## config.mk

```make
export PLATFORM = sky130hd
export DESIGN_NAME = winner_banner_flat
export DESIGN_NICKNAME = d
export VERILOG_FILES = /design/src/rtl/banner_pkg.sv /design/src/rtl/winner_banner_if.sv /design/src/rtl/banner_text_rom.sv /design/src/rtl/winner_banner.sv /design/src/flat_wrapper.sv
export SDC_FILE = /design/constraint.sdc
export NUM_CORES = 1
export LEC_CHECK = 0
export BUFFER_PORTS_ARGS = -buffer_cell sky130_fd_sc_hd__buf_4
export CAP_MARGIN = 30
export CORE_MARGIN = 2
export CORE_UTILIZATION = 52
export CTS_CLUSTER_SIZE = 12
export DETAILED_ROUTE_END_ITERATION = 16
export MAX_ROUTING_LAYER = met4
export PLACE_DENSITY = 0.8
export SLEW_MARGIN = 10
export SYNTH_ARGS = -nofsm -noshare
export SYNTH_HDL_FRONTEND = slang
export SYNTH_HIERARCHICAL = 1
export SYNTH_SLANG_ARGS = --single-unit
```

## constraint.sdc

```tcl
create_clock -name clk -period 3.6 [get_ports clk]
set_clock_uncertainty 0.1 [all_clocks]
set_input_delay 0.72 -clock clk [delete_from_list [all_inputs] [get_ports clk]]
set_output_delay 0.72 -clock clk [all_outputs]
set_load 0.05 [all_outputs]
```

## src/rtl/banner_pkg.sv

```systemverilog
// Shared colour codes, result encoding and text-line selectors for the winner banner.
package banner_pkg;

    localparam logic [2:0] BLACK     = 3'b000;
    localparam logic [2:0] WHITE     = 3'b111;
    localparam logic [2:0] RED       = 3'b100;
    localparam logic [2:0] GREEN     = 3'b010;
    localparam logic [2:0] BLUE      = 3'b001;
    localparam logic [2:0] YELLOW    = 3'b110;
    localparam logic [2:0] MAGENTA   = 3'b101;
    localparam logic [2:0] LIGHTBLUE = 3'b011;

    localparam logic [3:0] SCORE_MAX = 4'd9;

    typedef enum logic [1:0] {
        RES_NONE = 2'd0,
        RES_XWIN = 2'd1,
        RES_OWIN = 2'd2,
        RES_TIE  = 2'd3
    } result_t;

    typedef enum logic [1:0] {
        LINE_NONE  = 2'd0,
        LINE_TITLE = 2'd1,
        LINE_SCORE = 2'd2
    } line_t;

    function automatic logic [6:0] bcd_ascii(input logic [3:0] d);
        return 7'h30 + {3'b000, d};
    endfunction

endpackage

```

## src/rtl/winner_banner_if.sv

```systemverilog
// Pixel-side bus of the banner: scan coordinates and font ROM in, colour out.
interface winner_banner_if;
    logic        pixel_tick;
    logic [9:0]  pix_x;
    logic [9:0]  pix_y;
    logic [7:0]  font_word;
    logic [10:0] rom_addr;
    logic [2:0]  text_on_winner;
    logic [2:0]  text_rgb;

    modport master (
        output pixel_tick, pix_x, pix_y, font_word,
        input  rom_addr, text_on_winner, text_rgb
    );

    modport slave (
        input  pixel_tick, pix_x, pix_y, font_word,
        output rom_addr, text_on_winner, text_rgb
    );
endinterface

```

## src/rtl/banner_text_rom.sv

```systemverilog
// Combinational character lookup for the title ("Winner: X/O", "Tie") and score lines.
module banner_text_rom
    import banner_pkg::*;
(
    input  line_t       line,
    input  logic [3:0]  col,
    input  result_t     result,
    input  logic [3:0]  score_x,
    input  logic [3:0]  score_o,
    output logic [6:0]  char_code
);

    always_comb begin
        char_code = 7'h00;
        case (line)
            LINE_TITLE: begin
                if (result == RES_XWIN || result == RES_OWIN) begin
                    case (col)
                        4'd0: char_code = 7'h57;
                        4'd1: char_code = 7'h69;
                        4'd2: char_code = 7'h6E;
                        4'd3: char_code = 7'h6E;
                        4'd4: char_code = 7'h65;
                        4'd5: char_code = 7'h72;
                        4'd6: char_code = 7'h3A;
                        4'd7: char_code = 7'h20;
                        4'd8: char_code = (result == RES_XWIN) ? 7'h58 : 7'h4F;
                        default: char_code = 7'h00;
                    endcase
                end else if (result == RES_TIE) begin
                    case (col)
                        4'd0: char_code = 7'h54;
                        4'd1: char_code = 7'h69;
                        4'd2: char_code = 7'h65;
                        default: char_code = 7'h00;
                    endcase
                end
            end
            LINE_SCORE: begin
                case (col)
                    4'd0: char_code = 7'h58;
                    4'd1: char_code = 7'h3A;
                    4'd2: char_code = bcd_ascii(score_x);
                    4'd3: char_code = 7'h20;
                    4'd4: char_code = 7'h20;
                    4'd5: char_code = 7'h4F;
                    4'd6: char_code = 7'h3A;
                    4'd7: char_code = bcd_ascii(score_o);
                    default: char_code = 7'h00;
                endcase
            end
            default: char_code = 7'h00;
        endcase
    end

endmodule

```

## src/rtl/winner_banner.sv

```systemverilog
// End-of-game banner: latches the result, keeps BCD win counts and draws a
// blinking title plus a steady score line through a 2-stage font pipeline.
module winner_banner
    import banner_pkg::*;
#(
    parameter int SCALE_LOG2   = 2,
    parameter int TITLE_ROW    = 1,
    parameter int SCORE_ROW    = 2,
    parameter int COL0         = 3,
    parameter int BLINK_FRAMES = 30
) (
    input  logic            clk,
    input  logic            reset,
    winner_banner_if.slave  vid,
    input  logic            ganadorX,
    input  logic            ganadorO,
    input  logic            tie,
    input  logic            new_game,
    output logic [3:0]      score_x,
    output logic [3:0]      score_o
);

    localparam int         CW_LOG2    = SCALE_LOG2 + 3;
    localparam logic [9:0] COL_LO     = 10'(COL0);
    localparam logic [9:0] COL_HI     = 10'(COL0 + 15);
    localparam logic [9:0] TITLE_IDX  = 10'(TITLE_ROW);
    localparam logic [9:0] SCORE_IDX  = 10'(SCORE_ROW);
    localparam logic [7:0] BLINK_LAST = 8'(BLINK_FRAMES - 1);

    result_t    result, result_nxt;
    logic       x_d, o_d, tie_d;
    logic       x_rise, o_rise, tie_rise;
    logic       latch, inc_x, inc_o;
    logic [7:0] frame_cnt;
    logic       blink_phase;
    logic       frame_tick;

    always_ff @(posedge clk) begin
        if (reset) {x_d, o_d, tie_d} <= '0;
        else       {x_d, o_d, tie_d} <= {ganadorX, ganadorO, tie};
    end

    assign x_rise   = ganadorX & ~x_d;
    assign o_rise   = ganadorO & ~o_d;
    assign tie_rise = tie & ~tie_d;

    always_ff @(posedge clk) begin
        if (reset) result <= RES_NONE;
        else       result <= result_nxt;
    end

    always_comb begin
        result_nxt = result;
        if (new_game) begin
            result_nxt = RES_NONE;
        end else if (result == RES_NONE) begin
            if (tie_rise || (x_rise && o_rise)) result_nxt = RES_TIE;
            else if (x_rise)                    result_nxt = RES_XWIN;
            else if (o_rise)                    result_nxt = RES_OWIN;
        end
    end

    always_comb begin
        latch = (result == RES_NONE) && (result_nxt != RES_NONE);
        inc_x = latch && (result_nxt == RES_XWIN);
        inc_o = latch && (result_nxt == RES_OWIN);
    end

    always_ff @(posedge clk) begin
        if (reset) begin
            score_x <= '0;
            score_o <= '0;
        end else begin
            if (inc_x && score_x != SCORE_MAX) score_x <= score_x + 4'd1;
            if (inc_o && score_o != SCORE_MAX) score_o <= score_o + 4'd1;
        end
    end

    assign frame_tick = vid.pixel_tick && (vid.pix_x == '0) && (vid.pix_y == '0);

    // A fresh result restarts the blink so it is first seen in its lit phase.
    always_ff @(posedge clk) begin
        if (reset || latch) begin
            frame_cnt   <= '0;
            blink_phase <= 1'b0;
        end else if (frame_tick) begin
            if (frame_cnt == BLINK_LAST) begin
                frame_cnt   <= '0;
                blink_phase <= ~blink_phase;
            end else begin
                frame_cnt <= frame_cnt + 8'd1;
            end
        end
    end

    logic [9:0] col_idx, grow_idx;
    logic [3:0] col_off;
    line_t      line_s0;
    logic [6:0] char_s0;
    logic       unused_pix;

    assign col_idx    = vid.pix_x >> CW_LOG2;
    assign grow_idx   = vid.pix_y >> (CW_LOG2 + 1);
    assign col_off    = 4'(col_idx - COL_LO);
    assign unused_pix = ^{vid.pix_x, vid.pix_y};

    always_comb begin
        line_s0 = LINE_NONE;
        if (col_idx >= COL_LO && col_idx < COL_HI) begin
            if (grow_idx == TITLE_IDX)      line_s0 = LINE_TITLE;
            else if (grow_idx == SCORE_IDX) line_s0 = LINE_SCORE;
        end
    end

    banner_text_rom u_text (
        .line      (line_s0),
        .col       (col_off),
        .result    (result),
        .score_x   (score_x),
        .score_o   (score_o),
        .char_code (char_s0)
    );

    assign vid.rom_addr = {char_s0, vid.pix_y[SCALE_LOG2+3:SCALE_LOG2]};

    logic [2:0] bit_addr_s1;
    line_t      line_s1;
    logic       on_s1;
    logic       lit, visible;
    logic [2:0] rgb_nxt;

    always_ff @(posedge clk) begin
        if (reset) begin
            bit_addr_s1 <= '0;
            line_s1     <= LINE_NONE;
            on_s1       <= 1'b0;
        end else if (vid.pixel_tick) begin
            bit_addr_s1 <= vid.pix_x[SCALE_LOG2+2:SCALE_LOG2];
            line_s1     <= line_s0;
            on_s1       <= (line_s0 != LINE_NONE);
        end
    end

    always_comb begin
        lit     = on_s1 && vid.font_word[~bit_addr_s1];
        visible = lit && !(line_s1 == LINE_TITLE && blink_phase);
        rgb_nxt = BLACK;
        if (visible) rgb_nxt = (line_s1 == LINE_TITLE) ? GREEN : WHITE;
    end

    always_ff @(posedge clk) begin
        if (reset) begin
            vid.text_rgb       <= BLACK;
            vid.text_on_winner <= '0;
        end else if (vid.pixel_tick) begin
            vid.text_rgb       <= rgb_nxt;
            vid.text_on_winner <= {1'b0, visible, 1'b0};
        end
    end

endmodule

```

## src/flat_wrapper.sv

```systemverilog
// flat-port wrapper written by rule: the top's interface ports become plain ports
module winner_banner_flat import banner_pkg::*;
#(
    parameter int SCALE_LOG2   = 2,
    parameter int TITLE_ROW    = 1,
    parameter int SCORE_ROW    = 2,
    parameter int COL0         = 3,
    parameter int BLINK_FRAMES = 30
)
  (clk, reset, ganadorX, ganadorO, tie, new_game, score_x, score_o, vid_pixel_tick, vid_pix_x, vid_pix_y, vid_font_word, vid_rom_addr, vid_text_on_winner, vid_text_rgb);
  winner_banner_if vid_i ();
  input  logic clk;
  input  logic reset;
  input  logic ganadorX;
  input  logic ganadorO;
  input  logic tie;
  input  logic new_game;
  output logic [3:0] score_x;
  output logic [3:0] score_o;
  input wire logic [$bits(vid_i.pixel_tick)-1:0] vid_pixel_tick;
  input wire logic [$bits(vid_i.pix_x)-1:0] vid_pix_x;
  input wire logic [$bits(vid_i.pix_y)-1:0] vid_pix_y;
  input wire logic [$bits(vid_i.font_word)-1:0] vid_font_word;
  output wire logic [$bits(vid_i.rom_addr)-1:0] vid_rom_addr;
  output wire logic [$bits(vid_i.text_on_winner)-1:0] vid_text_on_winner;
  output wire logic [$bits(vid_i.text_rgb)-1:0] vid_text_rgb;
  assign vid_i.pixel_tick = vid_pixel_tick;
  assign vid_i.pix_x = vid_pix_x;
  assign vid_i.pix_y = vid_pix_y;
  assign vid_i.font_word = vid_font_word;
  assign vid_rom_addr = vid_i.rom_addr;
  assign vid_text_on_winner = vid_i.text_on_winner;
  assign vid_text_rgb = vid_i.text_rgb;
  winner_banner #(.SCALE_LOG2(SCALE_LOG2), .TITLE_ROW(TITLE_ROW), .SCORE_ROW(SCORE_ROW), .COL0(COL0), .BLINK_FRAMES(BLINK_FRAMES)) u_core (.clk(clk), .reset(reset), .vid(vid_i), .ganadorX(ganadorX), .ganadorO(ganadorO), .tie(tie), .new_game(new_game), .score_x(score_x), .score_o(score_o));
endmodule
```

==> impl_results.md <==
* Status: complete, but fails checks
* Failing checks: setup timing
* VDD IR max at 339 µV
* Fin crit period at around 3.7 ns
* Leading area contributor after synthesis: dfxtp_1
* Syn_area_per_cell at 8.40 µm²
* Worst-Skew Late Latency at 0.29 ns
* Count of buffer and inverter cells on the critical path at 4
* Hold path depth at 2
* Dpl hpwl at roughly 3.8 mm
* Clk buf depth at 2
* CP Cell Sequence: buf_6 > buf_6 > a2111o_1 > mux2_4 > and4b_1 > inv_1 > ha_2 > and4bb_2 > a21oi_2 > o21bai_4 > a21oi_4 > buf_6
* Hold Crit Class: reg -> reg
* CP startpoint kind: input port
* Ys Warns at 6
* Compound-gate portion of the synthesized area at 18.5%
* Post-route DRC at 0
* Die W at 68.3 µm
* RR Endpoint: u_core/score_x[1]
* Initial Util at 53.8%
* Core area at 4000 µm²
* Root buf cell: clkbuf_8
* Finished Core Util at between 70% and 80%
* Number of diodes at 0
* # port buffers at 57
* Vias in the first global route at 1913
* Post-synthesis xor/xnor area fraction at approximately 4%
* R2R depth at 5
* Max Cap Viol at 0
* Endpoint, Worst Hold: u_core/frame_cnt[7]
* Routed via count at slightly above 2k
* Congestion Overflow GR at 0
* Routed vias/inst at ~5.6
* Placed cell count at 359
* Max incr delay on CP at 0.39 ns
* Post-synthesis adder-cell area fraction at 6.40%
* Post-synthesis mux area share at 6.86%
* Hold-fix buffers, CTS at 0
* Inserted Clock Buffers at 5
* Req. time, crit path at 2.78 ns
* Largest family of logic cells by synthesized area: simple AND/OR/NAND/NOR gates
* GPL Wtd Cong at around 0.87
* Initial antenna violation count at 0
* Worst Setup Path Type: in -> out
* Row count at 23
* Antenna viol nets, final at 0
* Leakage at around 1.2 nW
* Crit path arrival time at 2.83 ns
* Slowest-stage cell, CP: a2111o_1
* Num ports at 60
* Crit. End Element: primary output
* Finish-stage setup viols at 4
* GRT Util Overall at roughly a quarter
* Synthesized instance count at 256
* Crit share post-route at 101%
* Ys async rst share at 0%
* Synth unique cells at 58
* HP Start: u_core/frame_cnt[7]
* CP most frequent cell: buf_6
* Worst-path clk slew at 0.07 ns
* CTS tree: built
* Drt total wl at roughly 5.3 mm
* Slew Limit Fails at 0
* Sequential share of the synthesized area at 27.9%
* Share of layout cells above drive strength 1 at between 30% and 40%
* Critical Path Fanout Max at 4
* Post-route setup slack at -0.0507 ns
* Die height at slightly below 70 µm
* Peak Freq at ~270 MHz
* Layout area overhead at 34.2%
* Yosys reg bits at 30
* Cell family with most CP delay: compound AO/OA/AOI/OAI gates
* Ranking of synthesized cells by area: dfxtp_1 28%, ha_1 6.4%, nor2_1 4.9%
* DR iter-0 viols at 124
* Top cell type's share of synthesized area at 27.9%
* Cell Area, Synth at 2150 µm²
* Post-Synth Simple-Gate Area at roughly 28%
* Routed WL per cell at around 14 µm
* Non-filler cells in the finished layout at ~370
* Final hold vios at 0
* Unrepaired setup endpoints after global routing: true
* Layout Nets at 364
* First-pass GRT wire length at ~8.3 mm
* Largest net degree at the start of global routing at 23
* Clk sink count at 30
* Drt pass-1 iters at 4
* Die ar. at approximately 4700 µm²
* Pwr dens at 338 nW/µm²
* Number of synthesized flops with an enable pin at 0
* Worst reg-to-reg setup slack at 1.63 ns
* Primary FF master, synth: dfxtp_1
* R2R Path Start: u_core/result[0]
* Tot Pwr at 0.975 mW
* H-Tree Depth at 2
==> worst reg2reg max path: stages, from the launching register on <==
cell and delay [ns]:
dfxtp_1 0.36, or3_1 0.46, and4bb_2 0.39, o21ai_0 0.17, or2_2 0.31, a21oi_1 0.13
==> power breakdown <==
part	switching (mW)	internal (mW)	leakage, nW
clock network	0.130	0.295	0.0714
logic	0.112	0.0902	0.850
registers	0.00840	0.340	0.244
==> worst max-delay path by stage <==
stage	start	endpoint	slack, ns	cells past startpoint
after floorplan	vid_pix_x[5]	vid_rom_addr[4]	-0.06	10
after global placement	vid_pix_x[5]	vid_rom_addr[7]	-0.13	11
after detailed placement	vid_pix_x[5]	vid_rom_addr[10]	-0.15	12
after CTS	vid_pix_x[5]	vid_rom_addr[9]	-0.09	12
after global routing	vid_pix_x[6]	vid_rom_addr[9]	-0.14	12
final	vid_pix_x[6]	vid_rom_addr[9]	-0.05	12
==> cell usage after synthesis (all sizes together), types with 2 or more instances <==
master   count
o41ai        2
o211ai       2
or2          4
o21ai        8
a21oi       17
xnor2        5
a211oi       5
and2         4
nand3        3
nand4        3
buf         18
inv         10
a221o        2
a31oi        2
or3          3
nor2        28
and4bb       3
nand2       17
a21o         2
nor3         9
ha          11
and2b        2
and3         3
a2111o       2
a32oi        3
nand4b       2
mux2i        8
nor2b        4
nor4         7
xor2         4
mux4         2
mux2         2
a22o         2
nand3b       2
dfxtp       30
nand2b      11
o2bb2ai      2
==> metrics by stage <==
stage               cell area [µm²]  hold WS (ns)  worst slack [ns]  TNS (ns)
global placement               2670         0.373            -0.134    -0.632
floorplan                      2220         0.358           -0.0648    -0.120
detailed placement             2670         0.384            -0.153    -0.705
CTS                            2860         0.396           -0.0903    -0.216
global route                   2890         0.414            -0.142    -0.594
finish                         2890         0.395           -0.0507    -0.156
==> logic make-up (layout without fill, tap and decap cells) <==
group	Yosys count	in the layout
flip-flops	30	30
buffers and inverters	29	91
multiplexers	12	12
other	1	2
AND/OR/NAND/NOR	109	109
adder cells (fa/ha/maj)	11	11
AO/OA/AOI/OAI	55	55
XOR/XNOR	9	9
==> registers in the layout (all words and copies together), names as in the netlist <==
name,cells
u_core/bit_addr_s1,3
u_core/blink_phase,1
u_core/frame_cnt,8
u_core/line_s1,2
u_core/o_d,1
u_core/on_s1,1
u_core/result,2
u_core/score_o,4
u_core/score_x,4
u_core/tie_d,1
u_core/vid.text_rgb,2
u_core/x_d,1
==> final cells by class <==
type                            count  area [µm²]
Sequential cell                    30         601
Fill cell                         320        1110
Timing Repair Buffer               73         586
Tap cell                           50        62.6
Inverter                           10        37.5
Clock inverter                      2        60.1
Clock buffer                        6        82.6
Multi-Input combinational cell    198        1460
==> routing by layer <==
metal	GRT usage (%)	wire, µm	up-vias	share of wire, %
li1	-	-	1046	-
met1	28.3	2260	973	43
met2	41.7	2750	47	52
met3	4.28	180	10	3.4
met4	10.5	88	0	1.7
met5	-	0	-	0
==> layout by cell type, fill, tap and decap left out, types with 3 or more instances in the layout <==
cell      synthesis  final
nor4_1            7      7
or3_1             3      3
o21ai_0           5      5
buf_4            12     63
inv_1            10      9
nand4_1           3      3
dfxtp_1          30     30
nand3_1           3      3
xor2_1            3      3
a21oi_1          15     13
clkbuf_8          0      6
nand2b_1         11     11
and2_1            4      4
nor2_1           28     26
a211oi_1          5      5
nor3_1            9      9
buf_6             3     10
ha_1             11      8
and3_1            3      3
nor2b_1           4      4
nand2_1          17     17
mux2i_1           8      8
xnor2_1           5      5
a32oi_1           3      3
==> what timing repair did <==
item | in CTS | in global routing
gates cloned | 0 | 0
endpoints found under the setup margin | 7 | 7
gates resized for setup | 10 | 4
pin swaps | 7 | 5
buffers inserted | 0 | 2
Power figures use the tool's default switching activity.
